$ cat src/rtl/l2_request_arbiter_if.sv
// L1-to-L2 request bundle for the two-port L2 request arbiter.
// master = L1 caches and L2 controller side, slave = arbiter side.
interface l2_request_arbiter_if #(
   parameter int unsigned ADDR_W = 32,
   parameter int unsigned LINE_W = 256
);
   logic              i_read;
   logic [ADDR_W-1:0] i_addr;
   logic [LINE_W-1:0] i_rdata;
   logic              i_resp;

   logic              d_read;
   logic              d_write;
   logic [ADDR_W-1:0] d_addr;
   logic [LINE_W-1:0] d_wdata;
   logic [LINE_W-1:0] d_rdata;
   logic              d_resp;

   logic              l2_read;
   logic              l2_write;
   logic [ADDR_W-1:0] l2_addr;
   logic [LINE_W-1:0] l2_wdata;
   logic [LINE_W-1:0] l2_rdata;
   logic              l2_resp;

   modport master (
      output i_read, i_addr, d_read, d_write, d_addr, d_wdata, l2_rdata, l2_resp,
      input  i_rdata, i_resp, d_rdata, d_resp, l2_read, l2_write, l2_addr, l2_wdata
   );

   modport slave (
      input  i_read, i_addr, d_read, d_write, d_addr, d_wdata, l2_rdata, l2_resp,
      output i_rdata, i_resp, d_rdata, d_resp, l2_read, l2_write, l2_addr, l2_wdata
   );
endinterface

$ cat src/rtl/l2_request_arbiter.sv
// Round-robin arbiter merging I-cache and D-cache line requests onto one L2 port.
// The winning request is latched and held toward L2 until l2_resp.
module l2_request_arbiter #(
   parameter int unsigned ADDR_W = 32,
   parameter int unsigned LINE_W = 256
) (
   input logic                 clk,
   input logic                 rst_n,
   l2_request_arbiter_if.slave bus
);

   typedef enum logic [1:0] {
      IDLE    = 2'd0,
      SERVE_I = 2'd1,
      SERVE_D = 2'd2
   } state_t;

   state_t            state, state_nxt;
   logic              last_grant;
   logic              op_write;
   logic [ADDR_W-1:0] addr_q;
   logic [LINE_W-1:0] wdata_q;
   logic              grant_i, grant_d;
   logic              i_req, d_req;

   assign i_req = bus.i_read;
   assign d_req = bus.d_read | bus.d_write;

   always_comb begin
      state_nxt = state;
      grant_i   = 1'b0;
      grant_d   = 1'b0;
      case (state)
         IDLE: begin
            // On a tie the port that did not win last time gets the grant
            if (i_req && d_req) begin
               grant_i = last_grant;
               grant_d = ~last_grant;
            end else begin
               grant_i = i_req;
               grant_d = d_req;
            end
            if (grant_i)      state_nxt = SERVE_I;
            else if (grant_d) state_nxt = SERVE_D;
         end
         SERVE_I: if (bus.l2_resp) state_nxt = IDLE;
         SERVE_D: if (bus.l2_resp) state_nxt = IDLE;
         default: state_nxt = IDLE;
      endcase
   end

   always_ff @(posedge clk or negedge rst_n) begin
      if (!rst_n) begin
         state      <= IDLE;
         last_grant <= 1'b1;
         op_write   <= 1'b0;
         addr_q     <= '0;
         wdata_q    <= '0;
      end else begin
         state <= state_nxt;
         if (grant_i) begin
            addr_q     <= bus.i_addr;
            op_write   <= 1'b0;
            last_grant <= 1'b0;
         end else if (grant_d) begin
            addr_q     <= bus.d_addr;
            wdata_q    <= bus.d_wdata;
            op_write   <= bus.d_write;
            last_grant <= 1'b1;
         end
      end
   end

   assign bus.l2_read  = (state != IDLE) & ~op_write;
   assign bus.l2_write = (state != IDLE) & op_write;
   assign bus.l2_addr  = addr_q;
   assign bus.l2_wdata = wdata_q;

   assign bus.i_resp  = (state == SERVE_I) & bus.l2_resp;
   assign bus.d_resp  = (state == SERVE_D) & bus.l2_resp;
   assign bus.i_rdata = bus.l2_rdata;
   assign bus.d_rdata = bus.l2_rdata;

endmodule
$ cat src/flat_wrapper.sv
// flat-port wrapper written by rule: the top's interface ports become plain ports
module l2_request_arbiter_flat 
#(
   parameter int unsigned ADDR_W = 32,
   parameter int unsigned LINE_W = 256
)
  (clk, rst_n, bus_i_read, bus_i_addr, bus_d_read, bus_d_write, bus_d_addr, bus_d_wdata, bus_l2_rdata, bus_l2_resp, bus_i_rdata, bus_i_resp, bus_d_rdata, bus_d_resp, bus_l2_read, bus_l2_write, bus_l2_addr, bus_l2_wdata);
  l2_request_arbiter_if #(.ADDR_W(ADDR_W), .LINE_W(LINE_W)) bus_i ();
  input logic clk;
  input logic rst_n;
  input wire logic [$bits(bus_i.i_read)-1:0] bus_i_read;
  input wire logic [$bits(bus_i.i_addr)-1:0] bus_i_addr;
  input wire logic [$bits(bus_i.d_read)-1:0] bus_d_read;
  input wire logic [$bits(bus_i.d_write)-1:0] bus_d_write;
  input wire logic [$bits(bus_i.d_addr)-1:0] bus_d_addr;
  input wire logic [$bits(bus_i.d_wdata)-1:0] bus_d_wdata;
  input wire logic [$bits(bus_i.l2_rdata)-1:0] bus_l2_rdata;
  input wire logic [$bits(bus_i.l2_resp)-1:0] bus_l2_resp;
  output wire logic [$bits(bus_i.i_rdata)-1:0] bus_i_rdata;
  output wire logic [$bits(bus_i.i_resp)-1:0] bus_i_resp;
  output wire logic [$bits(bus_i.d_rdata)-1:0] bus_d_rdata;
  output wire logic [$bits(bus_i.d_resp)-1:0] bus_d_resp;
  output wire logic [$bits(bus_i.l2_read)-1:0] bus_l2_read;
  output wire logic [$bits(bus_i.l2_write)-1:0] bus_l2_write;
  output wire logic [$bits(bus_i.l2_addr)-1:0] bus_l2_addr;
  output wire logic [$bits(bus_i.l2_wdata)-1:0] bus_l2_wdata;
  assign bus_i.i_read = bus_i_read;
  assign bus_i.i_addr = bus_i_addr;
  assign bus_i.d_read = bus_d_read;
  assign bus_i.d_write = bus_d_write;
  assign bus_i.d_addr = bus_d_addr;
  assign bus_i.d_wdata = bus_d_wdata;
  assign bus_i.l2_rdata = bus_l2_rdata;
  assign bus_i.l2_resp = bus_l2_resp;
  assign bus_i_rdata = bus_i.i_rdata;
  assign bus_i_resp = bus_i.i_resp;
  assign bus_d_rdata = bus_i.d_rdata;
  assign bus_d_resp = bus_i.d_resp;
  assign bus_l2_read = bus_i.l2_read;
  assign bus_l2_write = bus_i.l2_write;
  assign bus_l2_addr = bus_i.l2_addr;
  assign bus_l2_wdata = bus_i.l2_wdata;
  l2_request_arbiter #(.ADDR_W(ADDR_W), .LINE_W(LINE_W)) u_core (.clk(clk), .rst_n(rst_n), .bus(bus_i));
endmodule
$ cat config.mk
export PLATFORM = sky130hd
export DESIGN_NAME = l2_request_arbiter_flat
export DESIGN_NICKNAME = d
export VERILOG_FILES = /design/src/rtl/l2_request_arbiter_if.sv /design/src/rtl/l2_request_arbiter.sv /design/src/flat_wrapper.sv
export SDC_FILE = /design/constraint.sdc
export NUM_CORES = 1
export LEC_CHECK = 0
export BUFFER_PORTS_ARGS = -buffer_cell sky130_fd_sc_hd__buf_2
export CORE_AREA = 3 3 532 534
export DETAILED_ROUTE_END_ITERATION = 10
export DIE_AREA = 0 0 535 537
export GPL_TIMING_DRIVEN = 0
export PLACE_DENSITY = 0.3
export SLEW_MARGIN = 10
export SYNTH_ARGS = -nofsm -noshare
export SYNTH_HDL_FRONTEND = slang
export SYNTH_SLANG_ARGS = --single-unit
$ cat constraint.sdc
create_clock -name clk -period 2.4 [get_ports clk]
set_input_delay 0.36 -clock clk [delete_from_list [all_inputs] [get_ports clk]]
set_output_delay 0.36 -clock clk [all_outputs]
set_load 0.01 [all_outputs]
==> results of run 1 <==
## worst reg2reg max path: stages (launching register included)
cell and delay [ps]:
dfrtp_1 370, inv_1 110, ha_1 180, buf_6 140, o21a_4 140, buf_12 100
and2_4 140, buf_12 150, bufbuf_16 310, buf_12 160, mux2_4 310
## synthesized netlist by cell type
| cell | n | area (µm²) |
|---|---|---|
| buf_4 | 512 | 3840 |
| dfrtp_1 | 291 | 7280 |
| mux2_4 | 240 | 3600 |
| inv_1 | 35 | 131 |
| nand2_1 | 35 | 131 |
| o211ai_1 | 33 | 248 |
| nand3_1 | 32 | 160 |
| buf_6 | 30 | 338 |
| mux2_2 | 16 | 180 |
| clkbuf_1 | 12 | 45.0 |
| nor2_1 | 4 | 15.0 |
| a21oi_1 | 3 | 15.0 |
| and2_1 | 3 | 18.8 |
| ha_1 | 3 | 37.5 |
| nor2b_1 | 2 | 12.5 |
| o22ai_1 | 2 | 12.5 |
| a31oi_1 | 1 | 6.26 |
| buf_2 | 1 | 5.00 |
| dfstp_2 | 1 | 26.3 |
| nand2b_1 | 1 | 6.26 |
| o21a_1 | 1 | 7.51 |
| o31ai_1 | 1 | 7.51 |
| or3_1 | 1 | 6.26 |
## per-layer routing
metal	vias up	GRT usage
li1	6529	-
met1	6743	0.0929
met2	930	0.171
met3	122	0.0362
met4	4	0.0216
met5	-	0
## power by group through the flow
stage | Sequential, mW | Combinational [mW] | Clock [mW]
after floorplan | 10.0 | 6.98 | 0
after global placement | 9.17 | 16.2 | 0
after detailed placement | 9.26 | 16.1 | 0
after CTS | 9.19 | 17.0 | 6.27
after global routing | 9.46 | 17.7 | 6.44
final | 9.10 | 16.3 | 5.98
## logic make-up after synthesis
logic type | share of synthesized area
AND/OR/NAND/NOR | 0.0217
AO/OA/AOI/OAI | 0.0184
multiplexers | 0.234
buffers and inverters | 0.270
adder cells (fa/ha/maj) | 0.00233
flip-flops | 0.453
## area by class of cell
type / instances / area (µm²) / area share
Antenna cell: 13 / 32.5 / 0.00106
Buffer: 555 / 4390 / 0.144
Multi-Input combinational cell: 378 / 4490 / 0.147
Sequential cell: 292 / 7310 / 0.239
Inverter: 35 / 131 / 0.00430
Clock buffer: 53 / 1120 / 0.0366
Timing Repair Buffer: 1382 / 8280 / 0.271
Clock inverter: 12 / 154 / 0.00503
Tap cell: 3724 / 4660 / 0.152
## registers in the layout, summed over array words and instances (netlist names)
register	flops
u_core.bus.l2_addr	32
u_core.bus.l2_wdata	256
u_core.last_grant	1
u_core.op_write	1
u_core.state	2
## per-stage QoR
step / setup WS, ps / power (mW) / instance area [µm²]
6_report: 162 / 31.4 / 30600
4_1_cts: 67.8 / 32.5 / 30500
3_3_place_gp: -5760 / 25.3 / 26400
2_1_floorplan: 479 / 17.0 / 16100
3_5_place_dp: -324 / 25.4 / 26600
5_1_grt: 23.6 / 33.6 / 30500
## what timing repair did
action	in CTS	in global routing
buffers inserted	3	0
setup endpoints to repair	240	81
gates resized for setup	35	4
hold endpoints to repair	262	0
cloned	2	0
hold buffers	242	0
## path summary, 6_finish.rpt
check | depth (start not counted) | startpoint | endpoint | slack [ps]
worst max-delay path | 10 | u_core.state[1]$_DFFE_PN0P_ | u_core.bus.l2_wdata[63]$_DFFE_PN0P_ | 160
worst min-delay path | 2 | bus_d_wdata[237] | u_core.bus.l2_wdata[237]$_DFFE_PN0P_ | 60
worst max register to register | 10 | u_core.state[1]$_DFFE_PN0P_ | u_core.bus.l2_wdata[63]$_DFFE_PN0P_ | 160
worst min register to register | 2 | u_core.bus.l2_addr[27]$_DFFE_PN0P_ | u_core.bus.l2_addr[27]$_DFFE_PN0P_ | 490
max in group asynchronous | 4 | rst_n | u_core.bus.l2_wdata[114]$_DFFE_PN0P_ | 760
min in group asynchronous | 2 | rst_n | u_core.bus.l2_wdata[195]$_DFFE_PN0P_ | 270
==> results.cfg, run 1 <==
[place]
hpwl_um = 125000
dp_cells = 6119
place_congestion = 0.786
numPortBuffers = 1129

[outcome]
outcome = finished, final reports clean

[cts]
root_buffer = clkbuf_16
cts_sinks = 292
cts_tree = built
htree_levels = 2
clock_latency_ps = 570
cts_made_buffers = 39
clock_path_buffers = 3
clk_pin_slew_ps = 50

[power]
ir_worst_vdd_uv = 363
p_int_mw = 18.9
powerDensity_nw_per_um2 = 1030
swShare = 0.397
power_frac_comb = 0.520
seqPwrFrac = 0.290
clockPowerShare = 0.190
power.switching_mw = 12.5
leakage_nw = 14.6

[synthesis]
syn_nets = 1845
syn_inst = 1260
yosysSeqAreaShare = 0.453
netlist_area_um2 = 16100
ys.warnings.count = 0
ys_seq_elements = 292
syn_avg_cell_area_um2 = 12.8
yosysUniqueCellTypes = 23

[setup_path]
crit_chain = inv_1, ha_1, buf_6, o21a_4, buf_12, and2_4, buf_12, bufbuf_16, buf_12, mux2_4
cp_slowest_cell = dfrtp_1
worstSetupPathType = flop to flop
critPathCaptureType = flop
crit_fanout = 10
cp.required_ps = 2840
crit_family = buffers and inverters
worstSetupStartpointType = flop
worst-path-buf-inv = 6
cp_common_cell = buf_12
crit_arrival_ps = 2680
slowest_delay_ps = 370

[route]
totalWireLength_um = 138000
wl_met2_um = 72900
route.vias.total = 14300
drc = 0
met3_length_um = 14000
wire_per_inst_um = 21.5
viasPerCell = 2.22
highest_layer = met5
ant_nets = 0
first_iter_violations = 444
wl_met1_um = 48000
first_pass_iters = 5

[layout]
drive_above_1_share = 0.742
stdcell_count = 6444
num-nets-final = 3268
fin_util = 0.110
most-common-layout-cells = buf_2, buf_4, dfrtp_1
syn_to_final_growth_pct = 89.4
final_common_cell = buf_2
fillers = 32100

[sta]
fmax_mhz = 447
grt_setup_unrepaired = false
slew_viol_final = 0
finalSetupViolCount = 0
period_minus_slack_ps = 2240
tightest_slew_ps = 636
setup_tns_ps = 0
hold_ws_ps = 58.2
finalCritPeriodShare = 0.932
hold_viol_final = 0
fin_skew_ps = 21.0
slew_headroom = 0.574

[grt]
grt_usage = 0.0909
overflow = 0
grt_pass1_wl_um = 169000
grt_max_degree = 93
antenna_found_initial = 35
grt_pass1_vias = 15300

[die]
die_h_um = 537
start_util = 0.0579
io_pins = 1386
num_rows = 194
die_area_um2 = 287000
die_w_um = 535
coreArea_um2 = 279000

[hold_path]
hold_path_class = input pin to flop

[run]
timing.max_cap.violations = 0
No activity file was read; power rests on OpenSTA's default activity.
==> inputs of run 2 (changes only) <==
==> constraint.sdc (replaced) <==
create_clock -name clk -period 2.6 [get_ports clk]
set_input_delay 0.39 -clock clk [delete_from_list [all_inputs] [get_ports clk]]
set_output_delay 0.39 -clock clk [all_outputs]
set_load 0.01 [all_outputs]
==> results.cfg, run 2 (synthesized netlist as in run 1, its figures left out) <==
[grt]
antenna_found_initial = 41
overflow = 0
grt_pass1_wl_um = 167000
grt_usage = 0.0900
grt_max_degree = 93
grt_pass1_vias = 14800

[cts]
cts_made_buffers = 39
clock_path_buffers = 3
clock_latency_ps = 570
clk_pin_slew_ps = 60
root_buffer = clkbuf_16
htree_levels = 2
cts_sinks = 292
cts_tree = built

[power]
ir_worst_vdd_uv = 334
leakage_nw = 14.1
powerDensity_nw_per_um2 = 969

[layout]
syn_to_final_growth_pct = 81.4
stdcell_count = 6323
final_common_cell = buf_2
num-nets-final = 3159
drive_above_1_share = 0.770
most-common-layout-cells = buf_2, buf_4, dfrtp_1
largest_register_ffs = 256
fillers = 32200

[die]
io_pins = 1386
die_h_um = 537
num_rows = 194
start_util = 0.0579
die_w_um = 535
die_area_um2 = 287000
coreArea_um2 = 279000

[sta]
finalCritPeriodShare = 0.914
finalSetupViolCount = 0
grt_setup_unrepaired = false
tightest_slew_ps = 631
fin_skew_ps = 21.2
slew_viol_final = 0
fmax_mhz = 421
period_minus_slack_ps = 2380
slew_headroom = 0.578
setup_tns_ps = 0
hold_viol_final = 0

[setup_path]
worstSetupStartpointType = flop
crit_arrival_ps = 2820
slowest_delay_ps = 370
critPathCaptureType = flop
cp_common_cell = buf_6
cp_slowest_cell = dfrtp_1
worstSetupPathType = flop to flop
cp.required_ps = 3040
crit_chain = inv_1, ha_1, buf_6, o21a_1, buf_6, and2_1, buf_6, buf_12, buf_6, mux2_4
rr_worst_depth = 10
crit_fanout = 10

[route]
wire_per_inst_um = 21.7
route.vias.total = 14000
totalWireLength_um = 137000
drc = 0
first_iter_violations = 480
first_pass_iters = 4
ant_nets = 0
viasPerCell = 2.21

[place]
place_congestion = 0.786
dp_cells = 6119
numPortBuffers = 1129
hpwl_um = 125000

[hold_path]
hold_path_class = input pin to flop
worstHoldPathCells = 2

[run]
timing.max_cap.violations = 0

[outcome]
outcome = finished, final reports clean
## run 2: cell types whose count changed in the layout (fill, tap and decap cells not counted), moves of 3 or more
cell / delta
buf_16: -3
buf_8: -10
dlygate4sd3_1: -104
buf_12: -7
buf_6: +19
diode_2: -12
buf_4: -3
## run 2: through the flow
step	setup WS, ps	cell area (µm²)	total power [mW]	hold slack [ps]	util
2_1_floorplan	679	16100	15.7	94.4	-
3_3_place_gp	-5590	26400	23.4	478	0.0948
3_5_place_dp	-154	26600	23.4	278	0.0954
4_1_cts	45.6	29300	29.4	0.0470	0.105
5_1_grt	25.0	29300	30.4	15.2	0.105
6_report	224	29300	28.4	67.8	0.105
## run 2: worst max-delay path, delay by kind of cell, from the launching register on
| kind | cells | cell delay [ps] |
|---|---|---|
| AND/OR/NAND/NOR | 1 | 170 |
| buffers and inverters | 6 | 990 |
| adder cells (fa/ha/maj) | 1 | 170 |
| flip-flops | 1 | 370 |
| multiplexers | 1 | 320 |
| AO/OA/AOI/OAI | 1 | 140 |
## run 2: layout make-up
type,instances,area [µm²],share of cell area
inverter,35,131,0.00449
buffer,555,4260,0.145
clock buffer,53,1120,0.0382
timing repair buffer,1273,7160,0.245
clock inverter,12,154,0.00526
sequential,292,7310,0.250
tap,3724,4660,0.159
antenna,1,2.50,0.0000855
multi-input combinational,378,4480,0.153
## run 2: worst paths after layout
| path | start | end | slack, ps |
|---|---|---|---|
| max in group asynchronous | rst_n | u_core.bus.l2_wdata[117]$_DFFE_PN0P_ | 930 |
| max | u_core.state[1]$_DFFE_PN0P_ | u_core.bus.l2_wdata[115]$_DFFE_PN0P_ | 220 |
| min in group asynchronous | rst_n | u_core.bus.l2_wdata[195]$_DFFE_PN0P_ | 290 |
| min reg2reg | u_core.bus.l2_addr[27]$_DFFE_PN0P_ | u_core.bus.l2_addr[27]$_DFFE_PN0P_ | 490 |
| min | bus_d_wdata[167] | u_core.bus.l2_wdata[167]$_DFFE_PN0P_ | 70 |
| max reg2reg | u_core.state[1]$_DFFE_PN0P_ | u_core.bus.l2_wdata[115]$_DFFE_PN0P_ | 220 |
## run 2: metal layers
layer	vias up	part of all wire	track usage
met5	-	0	0
met1	6608	0.35	0.0920
met3	144	0.10	0.0359
met4	0	0.029	0.0226
li1	6286	-	-
met2	930	0.52	0.169
## run 2: what timing repair did
action / 4_1_cts / 5_1_grt
setup buffers: 0 / 0
endpoints found under the hold margin: 164 / 0
setup endpoints to repair: 174 / 58
hold buffers: 138 / 0
gates resized for setup: 3 / 3
cloned: 0 / 0
## run 2: power breakdown
group	internal (mW)	leakage [nW]	switching, mW	total (mW)
clock	3.30	0.625	2.21	5.51
sequential	6.91	3.44	1.48	8.39
combinational	6.85	10.1	7.63	14.5
==> inputs of run 3 (changes only) <==
==> constraint.sdc (replaced) <==
create_clock -name clk -period 2.11 [get_ports clk]
set_input_delay 0.3165 -clock clk [delete_from_list [all_inputs] [get_ports clk]]
set_output_delay 0.3165 -clock clk [all_outputs]
set_load 0.01 [all_outputs]
==> results.cfg, run 3 (synthesized netlist as in run 1, its figures left out) <==
[outcome]
outcome = complete, but fails checks
violations = setup timing

[setup_path]
worstSetupPathType = flop to flop
cp_slowest_cell = dfrtp_1
cp_common_cell = buf_12
worstSetupStartpointType = flop
cp.required_ps = 2550
crit_arrival_ps = 2570
critPathCaptureType = flop
crit_fanout = 6
crit_chain = inv_2, ha_4, o21a_1, buf_12, and2_4, buf_12, buf_16, buf_12, buf_12, mux2_4
slowest_delay_ps = 390

[cts]
root_buffer = clkbuf_16
clock_path_buffers = 3
cts_tree = built
clock_latency_ps = 570
htree_levels = 2
cts_made_buffers = 39
clk_pin_slew_ps = 60
cts_sinks = 292

[power]
powerDensity_nw_per_um2 = 1170
seqPwrFrac = 0.278
power_frac_comb = 0.538
leakage_nw = 15.2
p_int_mw = 22.6
swShare = 0.393
ir_worst_vdd_uv = 414
power.switching_mw = 14.7
clockPowerShare = 0.183

[die]
die_area_um2 = 287000
die_h_um = 537
start_util = 0.0579
coreArea_um2 = 279000
io_pins = 1386
num_rows = 194
die_w_um = 535

[route]
ant_nets = 0
totalWireLength_um = 140000
drc = 0
viasPerCell = 2.25
route.vias.total = 14700
wire_per_inst_um = 21.5
first_iter_violations = 464
first_pass_iters = 4

[grt]
grt_pass1_wl_um = 171000
overflow = 0
antenna_found_initial = 33
grt_max_degree = 93
grt_pass1_vias = 15700
grt_usage = 0.0916

[layout]
largest_register_ffs = 256
final_area_um2 = 31700
syn_to_final_growth_pct = 96.7
num-nets-final = 3351
most-common-layout-cells = buf_2, buf_4, dfrtp_1
final_common_cell = buf_2
drive_above_1_share = 0.734

[sta]
finalSetupViolCount = 12
tightest_slew_ps = 616
fin_skew_ps = 21.1
slew_headroom = 0.589
slew_viol_final = 0
hold_viol_final = 0
layout_setup_ws_ps = -18.7
grt_setup_unrepaired = true
finalCritPeriodShare = 1.01
period_minus_slack_ps = 2130
hold_ws_ps = 44.3
fmax_mhz = 470

[hold_path]
hold_path_class = input pin to flop

[place]
place_congestion = 0.786
numPortBuffers = 1129
hpwl_um = 125000
placed_area_um2 = 26600

[run]
timing.max_cap.violations = 0
[run 3: cell types whose count changed in the layout (fill, tap and decap cells not counted), sizes merged]
| cell | change |
|---|---|
| buf | +32 |
| bufbuf | +1 |
| dlygate4sd3 | +152 |
| clkbuf | +7 |
| diode | +9 |
[run 3: what timing repair did]
action	4_1_cts	5_1_grt
hold endpoints to repair	350	0
cloned	9	7
pin swaps	1	1
buffers inserted	24	9
resized for setup	77	19
hold buffers	290	0
endpoints found under the setup margin	278	251
[run 3: area by class of cell]
cell class	instances	area (µm²)
clock buffer	53	1120
timing repair buffer	1472	9460
multi-input combinational	378	4520
fill	32100	247000
clock inverter	12	154
sequential	292	7310
inverter	35	131
buffer	548	4370
tap	3724	4660
antenna	10	25.0
[run 3: power groups by stage]
stage | combinational [mW] | clock (mW) | sequential (mW)
final | 20.1 | 6.82 | 10.4
after global routing | 21.6 | 7.32 | 10.8
after CTS | 20.5 | 7.13 | 10.5
after detailed placement | 18.3 | 0 | 10.5
after global placement | 18.4 | 0 | 10.4
after floorplan | 7.94 | 0 | 11.4
[run 3: layer usage]
metal,wire length (µm),track usage
met1,49000,0.0936
met2,74200,0.174
met3,13900,0.0362
met4,3290,0.0199
met5,13,0
[run 3: worst max-delay path, delay by kind of cell (launching register included)]
kind                       cells  cell delay [ps]
DFF                            1              390
adders and majority gates      1              150
muxes                          1              300
buffers and inverters          6              800
AOI/OAI and AO/OA              1              170
and+or+nand+nor                1              140
[run 3: final timing paths]
check | startpoint | end | slack (ps) | cells past startpoint
worst max-delay path | u_core.state[0]$_DFFE_PN0P_ | u_core.bus.l2_wdata[114]$_DFFE_PN0P_ | -20 | 10
worst min-delay path | bus_d_wdata[149] | u_core.bus.l2_wdata[149]$_DFFE_PN0P_ | 40 | 2
worst max register to register | u_core.state[0]$_DFFE_PN0P_ | u_core.bus.l2_wdata[114]$_DFFE_PN0P_ | -20 | 10
worst min register to register | u_core.bus.l2_addr[27]$_DFFE_PN0P_ | u_core.bus.l2_addr[27]$_DFFE_PN0P_ | 490 | 2
max in group asynchronous | rst_n | u_core.bus.l2_wdata[114]$_DFFE_PN0P_ | 470 | 4
min in group asynchronous | rst_n | u_core.bus.l2_wdata[195]$_DFFE_PN0P_ | 220 | 2
[run 3: metrics by stage]
stage	util	TNS [ps]	std cells	worst slack [ps]	power, mW
after global placement	0.0948	-1865210	6113	-6000	28.8
after global routing	0.114	-13100	6514	-114	39.7
after floorplan	-	0	1260	189	19.3
final	0.114	-115	6524	-18.7	37.2
after detailed placement	0.0954	-128000	6119	-571	28.8
after CTS	0.113	-12240	6506	-135	38.1
